==> config.mk <==
export PLATFORM = sky130hd
export DESIGN_NAME = id_ex_reg
export DESIGN_NICKNAME = d
export VERILOG_FILES = /design/src/rtl/id_ex_reg.sv
export SDC_FILE = /design/constraint.sdc
export NUM_CORES = 1
export LEC_CHECK = 0
export CAP_MARGIN = 20
export CELL_PAD_IN_SITES_DETAIL_PLACEMENT = 1
export CELL_PAD_IN_SITES_GLOBAL_PLACEMENT = 1
export CORE_ASPECT_RATIO = 0.9
export CORE_MARGIN = 2
export CORE_UTILIZATION = 28
export DETAILED_ROUTE_END_ITERATION = 12
export HOLD_SLACK_MARGIN = 0.08
export PLACE_DENSITY_LB_ADDON = 0.12
export SETUP_SLACK_MARGIN = 0.05
export SLEW_MARGIN = 25
export SYNTH_ARGS = -nofsm -noshare
export SYNTH_HDL_FRONTEND = slang
export SYNTH_SLANG_ARGS = --single-unit
export TNS_END_PERCENT = 5
==> constraint.sdc <==
create_clock -name clk -period 1.2 [get_ports clk]
set_input_delay 0.24 -clock clk [delete_from_list [all_inputs] [get_ports clk]]
set_output_delay 0.24 -clock clk [all_outputs]
set_load 0.01 [all_outputs]
==> src/rtl/id_ex_reg.sv <==
// ID/EX pipeline register between decode and execute with a valid/ready
// handshake on both sides. The payload passes through untouched.
// Optional feature: define ID_EX_SKID_EN to add a second (skid) entry so that
// in_ready comes from a register instead of combinationally from out_ready.
// Without the macro the block is a single-entry register with
// in_ready = !out_valid | out_ready.
module id_ex_reg #(
    parameter int xlen = 64
) (
    input  logic            clk,
    input  logic            rst,
    input  logic            flush,
    input  logic            in_valid,
    output logic            in_ready,
    input  logic [xlen-1:0] in_a,
    input  logic [xlen-1:0] in_b,
    input  logic [2:0]      in_alu_ctrl,
    input  logic [4:0]      in_rd,
    input  logic            in_reg_write,
    output logic            out_valid,
    input  logic            out_ready,
    output logic [xlen-1:0] out_a,
    output logic [xlen-1:0] out_b,
    output logic [2:0]      out_alu_ctrl,
    output logic [4:0]      out_rd,
    output logic            out_reg_write,
    output logic [1:0]      occupancy
);

    // The encoding doubles as the occupancy count.
    typedef enum logic [1:0] {
        EMPTY = 2'd0,
        ONE   = 2'd1,
        TWO   = 2'd2
    } state_t;

    typedef struct packed {
        logic [xlen-1:0] a;
        logic [xlen-1:0] b;
        logic [2:0]      alu_ctrl;
        logic [4:0]      rd;
        logic            reg_write;
    } entry_t;

    state_t state_q, state_d;
    entry_t main_q, main_d;
    entry_t in_entry;
    logic   accept;
    logic   issue;

    assign in_entry = '{a:         in_a,
                        b:         in_b,
                        alu_ctrl:  in_alu_ctrl,
                        rd:        in_rd,
                        reg_write: in_reg_write};

    assign out_valid     = (state_q != EMPTY);
    assign occupancy     = state_q;
    assign out_a         = main_q.a;
    assign out_b         = main_q.b;
    assign out_alu_ctrl  = main_q.alu_ctrl;
    assign out_rd        = main_q.rd;
    assign out_reg_write = main_q.reg_write;

    assign accept = in_valid & in_ready;
    assign issue  = out_valid & out_ready;

`ifdef ID_EX_SKID_EN
    entry_t skid_q, skid_d;
    logic   in_ready_q;

    // Ready is registered from the next state, so out_ready never reaches in_ready combinationally.
    always_ff @(posedge clk) begin
        if (rst) begin
            in_ready_q <= 1'b1;
        end else begin
            in_ready_q <= (state_d != TWO);
        end
    end

    assign in_ready = in_ready_q;
`else
    assign in_ready = ~out_valid | out_ready;
`endif

    // Next-state and next-payload selection from accept/issue; flush wins over both.
    always_comb begin
        // NOTE: every signal gets a default first so no path through the case can infer a latch.
        state_d = state_q;
        main_d  = main_q;
`ifdef ID_EX_SKID_EN
        skid_d  = skid_q;
`endif
        case (state_q)
            EMPTY: begin
                if (accept) begin
                    state_d = ONE;
                    main_d  = in_entry;
                end
            end
            ONE: begin
                if (accept && issue) begin
                    main_d = in_entry;
`ifdef ID_EX_SKID_EN
                end else if (accept) begin
                    state_d = TWO;
                    skid_d  = in_entry;
`endif
                end else if (issue) begin
                    state_d = EMPTY;
                end
            end
`ifdef ID_EX_SKID_EN
            TWO: begin
                // in_ready is low here, so only the skid-to-main move can happen.
                if (issue) begin
                    state_d = ONE;
                    main_d  = skid_q;
                end
            end
`endif
            default: begin
                state_d = EMPTY;
            end
        endcase

        // A flushed cycle discards the accepting beat; payload registers keep their last value.
        if (flush) begin
            state_d = EMPTY;
            main_d  = main_q;
`ifdef ID_EX_SKID_EN
            skid_d  = skid_q;
`endif
        end
    end

    // State and payload registers; reset clears everything, including the data.
    always_ff @(posedge clk) begin
        // NOTE: sequential state uses non-blocking assignments so every register samples pre-edge values.
        if (rst) begin
            state_q <= EMPTY;
            // NOTE: payload registers are reset too, so out_* read as zero after reset rather than stale data.
            main_q  <= '0;
`ifdef ID_EX_SKID_EN
            skid_q  <= '0;
`endif
        end else begin
            state_q <= state_d;
            main_q  <= main_d;
`ifdef ID_EX_SKID_EN
            skid_q  <= skid_d;
`endif
        end
    end

endmodule

# ---- Word level (Yosys, flattened, before mapping)
# Index checks and enable logic that the tools add are counted.
dict set report op_classes {
  n_mux 7
  n_eq_ne 5
  reduce_logical 7
  bitwise 5
}
# operator count
set op_table {}
lappend op_table {{137-bit 2-to-1 mux} 2}
lappend op_table {{137-bit one-hot mux with 2 select lines} 1}
lappend op_table {{2-bit != test (second input constant)} 4}
lappend op_table {{2-bit 2-to-1 mux} 3}
lappend op_table {{2-bit one-hot mux with 2 select lines} 1}
lappend op_table {{4-bit AND reduction} 1}
lappend op_table {{2-bit nonzero test} 2}
lappend op_table {{3-bit AND reduction} 1}
lappend op_table {{1-bit bitwise AND} 2}
lappend op_table {{2-bit by 1-bit == test with 1-bit output (second input constant)} 1}
lappend op_table {{2-bit zero test} 1}
lappend op_table {{1-bit inverter} 2}
lappend op_table {{2-bit OR reduction} 1}
lappend op_table {{1-bit logical AND} 1}
lappend op_table {{1-bit OR} 1}
dict set report word_totals {
  out_inout_bits 141
  elab_cells 30
  inputBits 142
  register_bits 139
}

# ---- Depth between registers and ports, before layout
# Gate-level depths: netlist (run 1).
dict set report depth {
  ltp_word 7
  ltp_mapped 5
  depth_no_buf 3
}

# ---- Worst setup path after synthesis (run 1)
# OpenSTA, ideal clock, no wires.
dict set report synth_timing {
  kind {register -> register}
  start {register state_q[0], in the netlist occupancy[0]}
  end {register main_q, in the netlist out_a[14]}
  setup_time_ns 0.072
  arrival_ns 1.219
  stages_incl_launch_ff 6
  t_required_ns 1.128
  path_buffers 2
  slack_ns -0.091
  cell_sequence {dfxtp_1 nor2b_4 nor3b_4 buf_6 buf_12 mux2i_1}
}
dict set report synth_via {
  elab_chain_len 7
}
# element line
set synth_lines {}
lappend synth_lines {{start, declared} 45} ;# state_t state_q, state_d;
lappend synth_lines {{start signal, assigned} 148} ;# state_q <= state_d;
lappend synth_lines {{2-bit nonzero test} 57} ;# assign out_valid = (state_q != EMPTY);
lappend synth_lines {{1-bit inverter} 83} ;# assign in_ready = ~out_valid | out_ready;
lappend synth_lines {{1-bit OR} 83}
lappend synth_lines {{1-bit bitwise AND} 65} ;# assign accept = in_valid & in_ready;
lappend synth_lines {{1-bit logical AND} 102} ;# if (accept && issue) begin
lappend synth_lines {{2-bit != test (no line)} --}
lappend synth_lines {{4-bit AND reduction (no line)} --}
lappend synth_lines {{end signal, assigned} 149} ;# main_q <= main_d;
lappend synth_lines {{end, declared} 46} ;# entry_t main_q, main_d;
# Several ways; a longest one is shown, not always the timed one.
# A chain may end at the register's enable or synchronous reset.

# ---- Worst setup path in the final report (run 1)
dict set report layout_timing {
  start {register state_q[0], in the netlist occupancy[0]}
  end {register main_q, in the netlist out_b[35]}
}
# Same word-level chain as after synthesis.

==> summary.txt, run 1 <==
Status
  • Status: complete, but fails checks
  • Failing checks: negative setup slack

Logic synthesis
  • Cell count after synthesis: ~600
  • Synthesized flop and latch total: around 140
  • Syn_area_per_cell: between 10 and 15 sq um
  • FFs w/ async S/R, synth: 0
  • Top-count cell post-synth: nand2b_1
  • Ys flop type: dfxtp_1
  • Yosys warnings: 0
  • Commonest cells in the netlist: 274 x nand2b_1, 138 x dfxtp_1, 137 x mux2i_1
  • Post-synthesis sequential area ratio: 0.437
  • Synth top area share: 0.437
  • Post-Syn Nets: ~740
  • Post-synth EDFFs: 0
  • Most area-hungry cell type in the Yosys netlist: dfxtp_1
  • Area of the mapped netlist: approximately 6300 sq um
  • Yosys cell types: 14
  • Synth area leaders: dfxtp_1 44%, nand2b_1 27%, mux2i_1 22%

Route
  • Vias/cell: between 4 and 5
  • DRC viols: 0
  • Avg WL per Cell: between 15 and 20 um
  • Final wirelength: 19,300 um
  • Routed Antenna Nets: 0
  • Number of DRC markers in iteration 0: ~160
  • Drt pass-1 iters: 4
  • Via count: ~5,000

Floorplan
  • # rows: 52
  • # IOs: 283
  • Die W: between 150 and 200 um
  • CORE AREA: between 20,000 and 25,000 sq um
  • Starting Density: 0.283
  • Die area: 23,800 sq um
  • Chip height: between 100 and 150 um

Clock network
  • Clock Path Buffers: 2
  • CTS tree: built
  • Clock Latency Late Sink: 410 ps
  • Root buf cell: clkbuf_16
  • H-Tree Depth: 4
  • CTS Sinks: roughly 140
  • Worst-path clk slew: about 60 ps
  • Hold-fix buffers at CTS: 0
  • Num CTS Buffers: 17

Timing
  • Final Hold Viols: 0
  • Max Freq: slightly below 0.7 GHz
  • Count of final max-slew check failures: 0
  • Worst Skew: 6.02 ps
  • Setup violations, final: 140
  • Post-route setup slack: -250 ps
  • Min Tclk post-route: between 1000 and 1500 ps
  • Final Cycle Share: 1.21
  • Setup TNS: -28,230 ps
  • RSZ-0062 raised after global routing: yes

Final layout
  • # diodes: 0
  • Register area: about 2800 sq um
  • Filler Cell Count: roughly 2,500
  • Syn-to-layout area delta: 56.7%
  • Net count, final: 1,028
  • Ratio of cells with drive above 1 in the final layout: 0.285
  • Area of the multi-input gates: 3130 sq um

Setup path
  • Critical path cell sequence: nor2b_4, nor3b_4, buf_6, buf_12, buf_16, mux2i_1
  • Slowest library cell on the worst path: dfxtp_2
  • WS Path Type: flip-flop to flip-flop
  • CP Launch Type: flip-flop
  • Critical Path End Type: flip-flop
  • Slowest stage delay, CP: approximately 320 ps
  • Critical Path RT: ~1500 ps
  • Arrival @ worst endpoint: approximately 1800 ps
  • Critical Path Fanout Max: 12

Power and ir drop
  • Cell Pwr Density: between 1000 and 1500 nW/um^2
  • Cell leakage power: ~4.1 nW
  • Peak VDD IR: approximately 600 uV
  • Pwr Total: approximately 12 mW

Flow run
  • Max-cap violations: 0

Hold path
  • HP Class: input port to flip-flop

Placed design
  • Port Buffers: approximately 280
  • Hpwl dp: 13,700 um
  • Gp weighted congestion: around 0.73
  • Dpl ws: -629 ps

Global route
  • First-pass GRT wire length: a little under 30,000 um
  • Number of global-route vias before repair: 5,339
  • GRT Total Usage: 0.155
  • Pin count of the biggest net entering global routing: between 90 and 100
  • Grt total ovfl: 0
  • Initial antenna violation count: 0
worst max-delay path: cells and delay by family, from the launching register on:
| family | cells | cell delay (ps) |
|---|---|---|
| buf+inv | 3 | 490 |
| flops | 1 | 320 |
| simple gates | 2 | 330 |
| mux | 1 | 210 |
cell families (layout without fill, tap and decap cells):
logic type,count (synthesis),in the layout,synth area share
buffers and inverters,48,345,0.0673
DFF,138,138,0.437
muxes,137,137,0.217
other,1,1,0.000593
and+or+nand+nor,278,278,0.278
through the flow:
stage | area (sq um) | hold WS, ps | cells | utilization
final | 9900 | 337 | 1196 | 0.444
after global routing | 9900 | 367 | 1196 | 0.444
after CTS | 9520 | 319 | 1186 | 0.426
after detailed placement | 9350 | 463 | 1152 | 0.419
after global placement | 9350 | 457 | 1152 | 0.419
after floorplan | 6320 | 312 | 602 | -
flip-flops by register name (all words and copies together) (netlist names):
register       cells
out_a             64
occupancy          1
out_b             64
out_reg_write      1
out_rd             5
out_alu_ctrl       3
routing by layer:
metal / track usage / wire length, um / vias to the layer above
met4: 0.0513 / 235 / 0
met5: 0 / 0 / -
met1: 0.169 / 7740 / 2411
li1: - / - / 2496
met2: 0.275 / 9690 / 157
met3: 0.0625 / 1650 / 13
where the power goes:
part	switching (mW)	total (mW)	internal [mW]	leakage, nW
clock	2.14	5.28	3.14	0.273
combinational	0.737	1.94	1.21	2.63
sequential	0.147	4.99	4.84	1.15
final cells by class:
class | instances | area share
multi-input cells | 416 | 0.317
repair buffers | 312 | 0.301
flip-flops and latches | 138 | 0.285
clock buffers | 20 | 0.0451
well taps | 297 | 0.0375
clock inverters | 12 | 0.0144
inverters | 1 | 0.000379
cells in the final DEF (no fill, tap or decap):
cell             instances
dfxtp_2                 51
clkinvlp_4               4
nor3_1                   1
dfxtp_1                 87
buf_2                   73
clkbuf_8                 1
nand2b_1               274
buf_16                   3
conb_1                   1
nor2b_4                  1
mux2i_2                  1
inv_1                    1
clkinv_4                 4
buf_12                   7
clkdlybuf4s50_1        140
nor3b_4                  1
inv_6                    2
buf_4                   19
clkbuf_2                 2
buf_6                   63
nor2_1                   1
bufinv_16                2
clkbuf_1                 2
mux2i_1                136
clkbuf_16               22
final timing paths:
check | from | endpoint | slack, ps | cells after the start
setup / recovery | occupancy[0] | out_b[35] | -250 | 6
setup reg to reg | occupancy[0] | out_b[35] | -250 | 6
hold reg to reg | out_a[28] | out_a[28] | 470 | 2
hold / removal | rst | occupancy[0] | 340 | 3
what timing repair did:
item / CTS / global route
pin swaps: 0 / 1
gates resized for setup: 640 / 49
endpoints found under the hold margin: 0 / 0
setup buffers: 2 / 5
cloned: 0 / 5
endpoints found under the setup margin: 277 / 236
Power figures use the tool's default switching activity.
==> run 2: changes to the inputs <==
--- a/config.mk
+++ b/config.mk
@@ -9,7 +9,7 @@
 export CELL_PAD_IN_SITES_DETAIL_PLACEMENT = 1
 export CELL_PAD_IN_SITES_GLOBAL_PLACEMENT = 1
 export CORE_ASPECT_RATIO = 0.9
-export CORE_MARGIN = 2
+export CORE_MARGIN = 8
 export CORE_UTILIZATION = 28
 export DETAILED_ROUTE_END_ITERATION = 12
 export HOLD_SLACK_MARGIN = 0.08
==> run 2 against run 1 <==
The run still ends with negative setup slack left. Utilization up 0.61 points. Sequential share of layout area shrank 0.64 points. Non-clock buffer count fell by 2. Clock skew about the same. Clock power about the same. Via count about the same. Die area is 16% higher. Register-to-register slack is essentially flat.
==> summary.txt, run 2 (synthesized netlist as in run 1, its figures left out) <==
Timing
  • Min Tclk post-route: approximately 1400 ps
  • RSZ-0062 raised after global routing: yes
  • Setup TNS: -27,060 ps
  • Final Cycle Share: 1.20
  • Worst hold slack: between 300 and 400 ps
  • Max Freq: 0.695 GHz
  • Final Hold Viols: 0
  • Count of final max-slew check failures: 0
  • Worst Skew: roughly 6.4 ps
  • Post-route setup slack: -239 ps
  • Setup violations, final: 140

Status
  • Failing checks: negative setup slack
  • Status: complete, but fails checks

Placed design
  • Placed insts: between 1,000 and 1,500
  • Port Buffers: between 200 and 300
  • Hpwl dp: about 15,000 um
  • Gp weighted congestion: ~0.80

Route
  • Vias/cell: 4.25
  • Via count: just over 5,000
  • Routed Antenna Nets: 0
  • Avg WL per Cell: 17.9 um
  • Number of DRC markers in iteration 0: between 150 and 200
  • DRC viols: 0
  • Final wirelength: about 21,000 um
  • Drt pass-1 iters: 4

Power and ir drop
  • Pwr Total: 12.3 mW
  • Cell leakage power: 4.08 nW
  • Peak VDD IR: 776 uV
  • Cell Pwr Density: 1230 nW/um^2

Floorplan
  • Die W: roughly 170 um
  • CORE AREA: 22,300 sq um
  • # IOs: about 280
  • Starting Density: 0.283
  • Chip height: around 160 um
  • # rows: between 50 and 60
  • Die area: 27,600 sq um

Setup path
  • CP Launch Type: flip-flop
  • Worst R2R Setup Slack: -240 ps
  • Critical path cell sequence: nor2b_4, nor3b_4, buf_6, clkbuf_16, clkbuf_16, mux2i_1
  • Arrival @ worst endpoint: 1780 ps
  • Slowest library cell on the worst path: dfxtp_2
  • Worst path most repeated cell: clkbuf_16
  • Slowest stage delay, CP: 320 ps
  • Critical Path Fanout Max: 12
  • Critical Path RT: 1540 ps
  • WS Path Type: flip-flop to flip-flop
  • Critical Path End Type: flip-flop

Final layout
  • Final core occ: 0.450
  • Final Non-Filler Cells: between 1,000 and 1,500
  • Filler Cell Count: 2,470
  • Commonest non-fill, non-tap cells in the layout: 274 x nand2b_1, 140 x clkdlybuf4s50_1, 137 x mux2i_1
  • Most common cell after layout, fill and taps aside: nand2b_1
  • Net count, final: between 1,000 and 1,500
  • Ratio of cells with drive above 1 in the final layout: 0.261
  • Syn-to-layout area delta: 58.9%

Global route
  • Grt total ovfl: 0
  • GRT Total Usage: 0.147
  • Number of global-route vias before repair: around 5,600
  • Initial antenna violation count: 1
  • Pin count of the biggest net entering global routing: 103
  • First-pass GRT wire length: roughly 32,000 um

Clock network
  • Clock Path Buffers: 2
  • Root buf cell: clkbuf_16
  • Clock Latency Late Sink: about 420 ps
  • Worst-path clk slew: ~60 ps
  • H-Tree Depth: 4
  • CTS tree: built
  • Hold-fix buffers at CTS: 0
  • CTS Sinks: roughly 140
  • Num CTS Buffers: 17

Flow run
  • Max-cap violations: 0

Hold path
  • HP Class: input port to flip-flop
==> run 2: final timing paths <==
path	start	endpoint	cells after the start
max	occupancy[0]	out_b[44]	6
min reg2reg	out_b[8]	out_b[8]	2
min	rst	out_a[25]	4
max reg2reg	occupancy[0]	out_b[44]	6
==> run 2: area by class of cell <==
type                    instances  area (sq um)  area share
repair buffers                310          3140       0.313
multi-input cells             416          3130       0.312
flip-flops and latches        138          2800       0.279
clock buffers                  19           443      0.0441
well taps                     297           372      0.0370
clock inverters                13           143      0.0142
inverters                       1          3.75    0.000374
diodes                          1          2.50    0.000249
==> run 2: per-layer routing <==
metal  wire, um  part of all wire  up-vias  GRT usage
met5          0                 0        -          0
met4        408             0.019        0     0.0553
met3       1900             0.089       22     0.0669
met2      10300              0.48      169      0.246
met1       8840              0.41     2396      0.161
li1           -                 -     2492          -
==> run 2: where the power goes <==
group          internal [mW]  switching (mW)
logic                   1.26           0.774
clock network           3.14            2.17
registers               4.83           0.151
total                   9.23            3.10
==> run 2: worst max-delay path, delay by kind of cell (launching register included) <==
family | cells | cell delay (ps)
simple gates | 2 | 320
buf+inv | 3 | 530
flops | 1 | 320
mux | 1 | 200
==> run 2: through the flow <==
step                setup WS, ps  instance area (sq um)
floorplan                  -74.7                   6320
global placement            -564                   9370
detailed placement          -605                   9370
CTS                         -244                   9570
global route                -300                  10000
finish                      -239                  10000
==> run 2: repair_timing <==
action,4_1_cts,5_1_grt
pin swaps,0,1
gates resized for setup,642,56
cloned,0,8
buffers inserted,1,1
endpoints found under the setup margin,277,264
==> run 3: changes to the inputs <==
--- a/config.mk
+++ b/config.mk
@@ -15,7 +15,6 @@
 export HOLD_SLACK_MARGIN = 0.08
 export PLACE_DENSITY_LB_ADDON = 0.12
 export SETUP_SLACK_MARGIN = 0.05
-export SLEW_MARGIN = 25
 export SYNTH_ARGS = -nofsm -noshare
 export SYNTH_HDL_FRONTEND = slang
 export SYNTH_SLANG_ARGS = --single-unit
==> results of run 3 <==
No change in the layout: final DEF, timing and power equal those of run 2.
